File: src/rtl/operand_entry_fsm.sv
// ASCII operand entry front end: "DD<Enter>DD<Enter><op>" -> registered X, Y, C0 with valid/ack.
// Optional macro ECHO_EN adds ECHO_VALID/ECHO_CHAR, a one-cycle copy of every transferred byte.
module operand_entry_fsm #(
  parameter int WIDTH   = 5,
  parameter int MAX_VAL = 15
) (
  input  logic             CLK,
  input  logic             RST,
  input  logic             CHAR_VALID,
  input  logic [7:0]       CHAR,
  output logic             CHAR_RDY,
  output logic [WIDTH-1:0] X,
  output logic [WIDTH-1:0] Y,
  output logic             C0,
  output logic             OP_VALID,
  input  logic             OP_ACK,
  output logic             ERR
`ifdef ECHO_EN
  ,
  output logic             ECHO_VALID,
  output logic [7:0]       ECHO_CHAR
`endif
);

  typedef enum logic [3:0] {
    X_TENS, X_ONES, X_ENT,
    Y_TENS, Y_ONES, Y_ENT,
    OP, DONE, ERROR
  } state_t;

  state_t state, state_next;

  logic       xfer;
  logic       is_digit, is_enter, is_plus, is_minus;
  logic [3:0] digit_val;
  logic [3:0] tens;
  logic [6:0] acc;
  logic [6:0] acc_sum;
  logic       acc_ok;
  logic       rdy_next, valid_next, err_next;

  assign xfer      = CHAR_VALID && CHAR_RDY;
  assign is_digit  = (CHAR >= 8'h30) && (CHAR <= 8'h39);
  assign is_enter  = (CHAR == 8'h0A) || (CHAR == 8'h0D);
  assign is_plus   = (CHAR == 8'h2B);
  assign is_minus  = (CHAR == 8'h2D);
  assign digit_val = CHAR[3:0];
  assign acc_sum   = ({3'b000, tens} * 7'd10) + {3'b000, digit_val};
  assign acc_ok    = (acc <= 7'(MAX_VAL));

  // Status flags are registered alongside the state so they change on the same edge.
  always_ff @(posedge CLK) begin
    if (RST) begin
      state    <= X_TENS;
      CHAR_RDY <= 1'b1;
      OP_VALID <= 1'b0;
      ERR      <= 1'b0;
    end else begin
      state    <= state_next;
      CHAR_RDY <= rdy_next;
      OP_VALID <= valid_next;
      ERR      <= err_next;
    end
  end

  always_comb begin
    state_next = state;
    case (state)
      X_TENS: if (xfer) state_next = is_digit ? X_ONES : ERROR;
      X_ONES: if (xfer) state_next = is_digit ? X_ENT  : ERROR;
      X_ENT:  if (xfer) state_next = (is_enter && acc_ok) ? Y_TENS : ERROR;
      Y_TENS: if (xfer) state_next = is_digit ? Y_ONES : ERROR;
      Y_ONES: if (xfer) state_next = is_digit ? Y_ENT  : ERROR;
      Y_ENT:  if (xfer) state_next = (is_enter && acc_ok) ? OP : ERROR;
      OP:     if (xfer) state_next = (is_plus || is_minus) ? DONE : ERROR;
      DONE:   if (OP_ACK) state_next = X_TENS;
      ERROR:  if (xfer && is_enter) state_next = X_TENS;
      default: state_next = X_TENS;
    endcase
  end

  always_comb begin
    rdy_next   = (state_next != DONE);
    valid_next = (state_next == DONE);
    err_next   = (state_next == ERROR);
  end

  always_ff @(posedge CLK) begin
    if (RST) begin
      tens <= '0;
      acc  <= '0;
      X    <= '0;
      Y    <= '0;
      C0   <= 1'b0;
    end else if (xfer) begin
      case (state)
        X_TENS, Y_TENS: if (is_digit) tens <= digit_val;
        X_ONES, Y_ONES: if (is_digit) acc <= acc_sum;
        X_ENT:          if (is_enter && acc_ok) X <= WIDTH'(acc);
        Y_ENT:          if (is_enter && acc_ok) Y <= WIDTH'(acc);
        OP: begin
          if (is_plus)  C0 <= 1'b0;
          if (is_minus) C0 <= 1'b1;
        end
        default: ;
      endcase
    end
  end

`ifdef ECHO_EN
  always_ff @(posedge CLK) begin
    if (RST) begin
      ECHO_VALID <= 1'b0;
      ECHO_CHAR  <= '0;
    end else begin
      ECHO_VALID <= xfer;
      if (xfer) ECHO_CHAR <= CHAR;
    end
  end
`endif

endmodule

File: config.mk
export PLATFORM = sky130hd
export DESIGN_NAME = operand_entry_fsm
export DESIGN_NICKNAME = d
export VERILOG_FILES = /design/src/rtl/operand_entry_fsm.sv
export SDC_FILE = /design/constraint.sdc
export NUM_CORES = 1
export LEC_CHECK = 0
export ABC_CLOCK_PERIOD_IN_PS = 3200
export CAP_MARGIN = 10
export CORE_MARGIN = 2
export CORE_UTILIZATION = 57
export DETAILED_ROUTE_END_ITERATION = 12
export GPL_TIMING_DRIVEN = 1
export HOLD_SLACK_MARGIN = 0.1
export PLACE_DENSITY_LB_ADDON = 0.3
export SLEW_MARGIN = 20
export SYNTH_ARGS = -nofsm -noshare
export SYNTH_HDL_FRONTEND = slang
export SYNTH_SLANG_ARGS = --single-unit
File: constraint.sdc
create_clock -name CLK -period 3.2 [get_ports CLK]
set_input_delay 0.8 -clock CLK [delete_from_list [all_inputs] [get_ports CLK]]
set_output_delay 0.8 -clock CLK [all_outputs]
set_load 0.005 [all_outputs]
---- Word-level counts from Yosys, hierarchy flattened ----
Index checks and enable logic that the tools add are counted.
word-level totals
  flip-flop bits (word level) ............. 29
  bits of input ports ..................... 12
  output and inout bits ................... 14
  logic and storage cells ................. 63
operators by class
  $add $sub $neg .......................... 1
  multiply operators ...................... 1
  $lt $le $gt $ge ......................... 3
  equality and inequality tests ........... 15
  mux-type cells .......................... 19
  reductions and logical operators ........ 15
operators with widths
  operator               count
  $mux W4                16
  $pmux W4 S9            1
  $eq A4 B3 Y1 const B   5
  $eq A8 B4 Y1 const B   2
  $eq A8 B6 Y1 const B   2
  $reduce_and A3 Y1      5
  $eq A4 B2 Y1 const B   2
  $eq A4 B4 Y1 const B   2
  $ge A8 B6 Y1 const B   1
  $le A8 B6 Y1 const B   1
  $add A7 B4 Y7          1
  $le A7 B4 Y1 const B   1
  $mul A4 B3 Y6 const B  1
  $eq A4 B1 Y1 const B   1
  $logic_and A1 B1 Y1    4
  $logic_not A4 Y1       1
  $ne A4 B3 Y1 const B   1
  $reduce_or A2 Y1       2
  $logic_or A1 B1 Y1     2
  $mux W1                2
  $reduce_bool A2 Y1     1

---- Depth between registers and ports, before layout ----
  depth after elaboration ................. 7
  gate-level depth with buffers ........... 7
  mapped depth without buffers ............ 7

---- Worst setup path before layout ----
Ideal clock, no wire load.
  path type ............................... input port to flip-flop
  start ................................... in CHAR[4]
  end ..................................... reg ERR
  library setup time ...................... 0.147 ns
  data arrival time ....................... 2.193 ns
  data required time ...................... 3.053 ns
  slack ................................... 0.860 ns
  stages on the path ...................... 5
  path buffers ............................ 1
  path through ............................ or4b_4 -> buf_6 -> a2111o_1 -> a31oi_1 -> a311oi_1
between the ends
  word-level cells in the longest chain between the ends .. 7
  elaborated cells between the ends (all ways) .. 28
  those cells by class .................... order compare: 2; eq/ne: 5; mux: 16; reduce/logical: 5
RTL lines
  what                                                  line  RTL
  start, declared                                       10    input logic [7:0] CHAR,
  branches (longest 5 deep; another with $ge A8 B6 Y1)  --
  $pmux W4 S9 *                                         68    case (state)
  $eq A4 B4 Y1 *                                        85    err_next = (state_next == ERROR);
  end signal, assigned                                  62    ERR <= err_next;
  end, declared                                         17    output logic ERR
Mark *: on every way between the ends.
A chain may end at the register's enable or synchronous reset.

---- Final worst setup path ----
  start ................................... in CHAR[1]
  end ..................................... reg Y[1]
between the ends
  word-level cells in the longest chain between the ends .. 4
  elaborated cells between the ends (all ways) .. 5
  those cells by class .................... eq/ne: 2; reduce/logical: 3
RTL lines
  what                                  line  RTL
  $eq A8 B4 Y1                          44    assign is_enter = (CHAR == 8'h0A) || (CHAR == 8'h0D);
  $logic_or A1 B1 Y1 *                  44
  $logic_and A1 B1 Y1 *                 100   Y_ENT: if (is_enter && acc_ok) Y <= WIDTH'(acc);
  $reduce_and A3 Y1 (no source line) *  --
  end signal, assigned                  100
  end, declared                         13    output logic [WIDTH-1:0] Y,
Mark *: on every way between the ends. The rest lies on a longest branch, timed or not.

==> reports/results.md <==
| Result | Reported | Unit |
| --- | --- | --- |
| Post-synthesis instance area | 1710 | sq um |
| Synth warnings | 0 | - |
| Count of pins over their slew limit | 0 | - |
| Buffer type at the clock tree root | sky130_fd_sc_hd__clkbuf_4 | - |
| Most common flop cell mapped by yosys | sky130_fd_sc_hd__dfxtp_1 | - |
| Worst hold path class | flip-flop to flip-flop | - |
| Cell-by-cell trace of the critical path | clkdlybuf4s50_1 > or3b_1 > a2111oi_4 > nand3_1 > a21oi_1 | - |
| Fraction of synthesized cell area in xor and xnor cells | 2.56 | % |
| Largest stage delay on the critical path | 660 | ps |
| Category of the most critical setup path | input port to flip-flop | - |
| Combinational family with the most area after synthesis | compound AO/OA/AOI/OAI gates | - |
| Met2 WL | 2.08 | mm |
| Worst-skew pair later-pin latency | 340 | ps |
| Final min period | 2660 | ps |
| Signal arrival time at the worst endpoint | 2900 | ps |
| Avg Synthesized Cell Area | 8.48 | sq um |
| Filler cell count | 243 | - |
| Final period utilization | 83.0 | % |
| Global routing usage summed across all routing layers | 27.9 | % |
| Overflow left after global routing | 0 | - |
| Area of the multi-input gates | 1060 | sq um |
| Met3 wire length | 362 | microns |
| Last weighted congestion value of the routability-driven placer | 0.898 | - |
| Uppermost layer routed | met4 | - |
| Capturing point of the worst reg2reg path | acc[6] | - |
| Share of synthesized cell area in and, or, nand and nor gates | 21.7 | % |
| Final Hold Violating Endpoints | 0 | - |
| Finished Core Util | 72.3 | % |
| End point of the worst hold path | X[4] | - |
| Unrepaired setup endpoints after global routing | false | - |
| Total routed wirelength | 4.29 | mm |
| Worst slew margin relative to its limit | 40.7 | % |
| Core Area | 2810 | sq um |
| Worst setup startpoint | CHAR[1] | - |
| Die area | 3460 | sq um |
| Post-route setup TNS | 0 | ps |
| Post-DRT Antenna Nets | 0 | - |
| Post-CTS setup buffer count | 0 | - |
| Worst path required time | 3440 | ps |
| Post-synth ARST share | 0 | % |
| Vertical die dimension | 58.8 | microns |
| Vias | 1,720 | - |
| Reg-to-Reg Start | tens[1] | - |
| Reported max-cap violation count | 0 | - |
| Worst hold stages | 2 | - |
| Count of port buffers added during placement | 25 | - |
| Number of buffers inserted during clock tree synthesis | 5 | - |
| Count of endpoints failing setup in the final report | 0 | - |
| Worst voltage drop across the vdd grid | 0.000229 | V |
| Leakage power | 0.692 | nW |
| Residual DRC | 1 | - |
| Failing checks | DRC | - |
| Sequential fraction of the synthesis area | 33.9 | % |
| Antenna violations before repair | 0 | - |
| Initial Util | 61.1 | % |
| Met1 routed wirelength after detailed routing | 1.78 | mm |
| Mux cell area share after synthesis | 0 | % |
| Vias/cell | 6.69 | - |
| Number of nets in the final layout | 245 | - |
| Number of placed I/O pins | 26 | - |
| Net count of the mapped netlist | 222 | - |
| Layout Skew | 8.35 | ps |
| Top Family by Delay on Critical Path | compound AO/OA/AOI/OAI gates | - |
| Number of global-route vias before repair | 1,604 | - |
| Largest fanout of any net on the critical path | 10 | - |
| Overall die width | 58.8 | microns |
| Worst hold path startpoint | X[4] | - |
| TritonCTS clock tree | built | - |
| Count of cell types in the netlist | 50 | - |
| Number of cells on the worst reg-to-reg path | 7 | - |
| Number of DRC markers in iteration 0 | 80 | - |
| Slew at the pin closest to its max-slew limit | 886 | ps |
| Post-synthesis share of cell area spent on full adders, half adders and majority gates | 6.72 | % |
| Outcome | complete, but fails checks | - |
| CTS Hold Buffers Added | 0 | - |
| Core Rows | 19 | - |
| WL/cell | 16.7 | microns |
| Power per unit of standard cell area | 335 | nW/um^2 |
| Synthesized instance count | 202 | - |
| Sum of buffers and inverters on the critical path | 1 | - |
| Count of instances resized after the clock tree is built | 0 | - |
| Highest-delay cell along the critical path | sky130_fd_sc_hd__a2111oi_4 | - |
| Compound-Gate Fraction of Synth Area | 31.2 | % |
| H-Tree Depth | 2 | - |
| Global-route wire length before repair | 7.33 | mm |
| Detailed Place HPWL | 3.12 | mm |
| Register-to-register setup slack | 990 | ps |
| Area overhead of the layout relative to synthesis | 18.3 | % |
| Kind of start point of the critical path | input port | - |
| Count of state elements after synthesis | 29 | - |
| Maximum number of pins on one net before global-route repair | 26 | - |
| Leading cell type in the layout, fill and taps excluded | sky130_fd_sc_hd__dfxtp_1 | - |
| Worst-path clk slew | 100 | ps |
| Number of search-and-repair iterations in the first detailed-routing pass | 8 | - |
| Number of flops mapped to enable cells by yosys | 0 | - |
| Proportion of layout cells with a drive suffix above 1 | 8.85 | % |
| Sort of element at the end of the critical path | flip-flop | - |
| Number of diodes added for antenna fixing | 0 | - |
| Sequential standard cell area | 581 | sq um |
| Upper clock frequency limit | 376 | MHz |
| Sink count of the clock tree | 29 | - |
| Clock Path Buffers | 2 | - |
| Top library cells by usage in the layout, fill and taps aside | sky130_fd_sc_hd__dfxtp_1 (29), sky130_fd_sc_hd__a21oi_1 (26), sky130_fd_sc_hd__clkdlybuf4s50_1 (25) | - |
==> kinds of logic (layout without fill, tap and decap cells) <==
group	after synthesis	in the layout
AO/OA/AOI/OAI	81	81
XOR/XNOR	5	5
adder cells (fa/ha/maj)	8	8
buffers and inverters	16	40
flip-flops	29	29
AND/OR/NAND/NOR	63	63
==> cell usage after synthesis (3+ instances only) <==
library cell / count / share of area, %
sky130_fd_sc_hd__ha_1: 6 / 4.4
sky130_fd_sc_hd__nand2b_1: 4 / 1.5
sky130_fd_sc_hd__a211oi_1: 7 / 3.1
sky130_fd_sc_hd__nand3_1: 16 / 4.7
sky130_fd_sc_hd__a311oi_1: 4 / 2.0
sky130_fd_sc_hd__inv_1: 4 / 0.88
sky130_fd_sc_hd__xnor2_1: 4 / 2.0
sky130_fd_sc_hd__nor2_1: 10 / 2.2
sky130_fd_sc_hd__clkbuf_1: 10 / 2.2
sky130_fd_sc_hd__o21ai_0: 23 / 6.7
sky130_fd_sc_hd__a21o_1: 3 / 1.3
sky130_fd_sc_hd__or3_1: 5 / 1.8
sky130_fd_sc_hd__nor3_1: 6 / 1.8
sky130_fd_sc_hd__dfxtp_1: 29 / 34
sky130_fd_sc_hd__a21oi_1: 26 / 7.6
sky130_fd_sc_hd__nor2b_1: 3 / 1.1
sky130_fd_sc_hd__nand2_1: 4 / 0.88
==> metal layers <==
metal  vias to the layer above  GRT usage [%]
met5                         -              0
met4                         0           12.3
met3                        10           7.03
met2                        82           45.2
met1                       808           34.8
li1                        820              -
==> worst max-delay path by stage <==
stage,end,slack [ps],cells past startpoint
finish,Y[1],540,5
global route,Y[1],400,5
CTS,Y[1],560,5
detailed placement,Y[1],240,5
global placement,ERR,310,5
floorplan,ERR,860,5
==> report_power, final <==
group	internal [W]	switching (W)	total (W)
clock	0.0000827	0.000143	0.000225
combinational	0.0000348	0.0000447	0.0000796
sequential	0.000364	0.00000906	0.000373
==> tightest hold or removal path: cells and delay by family (launching register included) <==
family | cells | cell delay [ps]
AO/OA/AOI/OAI | 1 | 40
flip-flops | 1 | 320
AND/OR/NAND/NOR | 1 | 60
==> registers in the layout, summed over array words and instances (netlist names) <==
register	count
C0	1
Y	5
CHAR_RDY	1
tens	4
X	5
acc	7
ERR	1
OP_VALID	1
state	4
==> final cells by class <==
class / instances / area share, %
sequential: 29 / 28.6
tap: 31 / 1.91
timing repair buffer: 28 / 13.5
clock inverter: 3 / 0.864
multi-input combinational: 157 / 52.5
inverter: 4 / 0.741
clock buffer: 5 / 1.85
==> stage by stage <==
step / hold slack [ps] / setup WS (ps) / cells / power [W] / area (sq um)
after floorplan: 442 / 860 / 202 / 0.000425 / 1710
final: 460 / 544 / 257 / 0.000678 / 2030
after CTS: 459 / 560 / 257 / 0.000676 / 2030
after global routing: 486 / 402 / 257 / 0.000706 / 2030
after global placement: 447 / 309 / 249 / 0.000456 / 1970
after detailed placement: 442 / 235 / 249 / 0.000459 / 1970
Note: power is estimated with default switching activity, not from simulation.
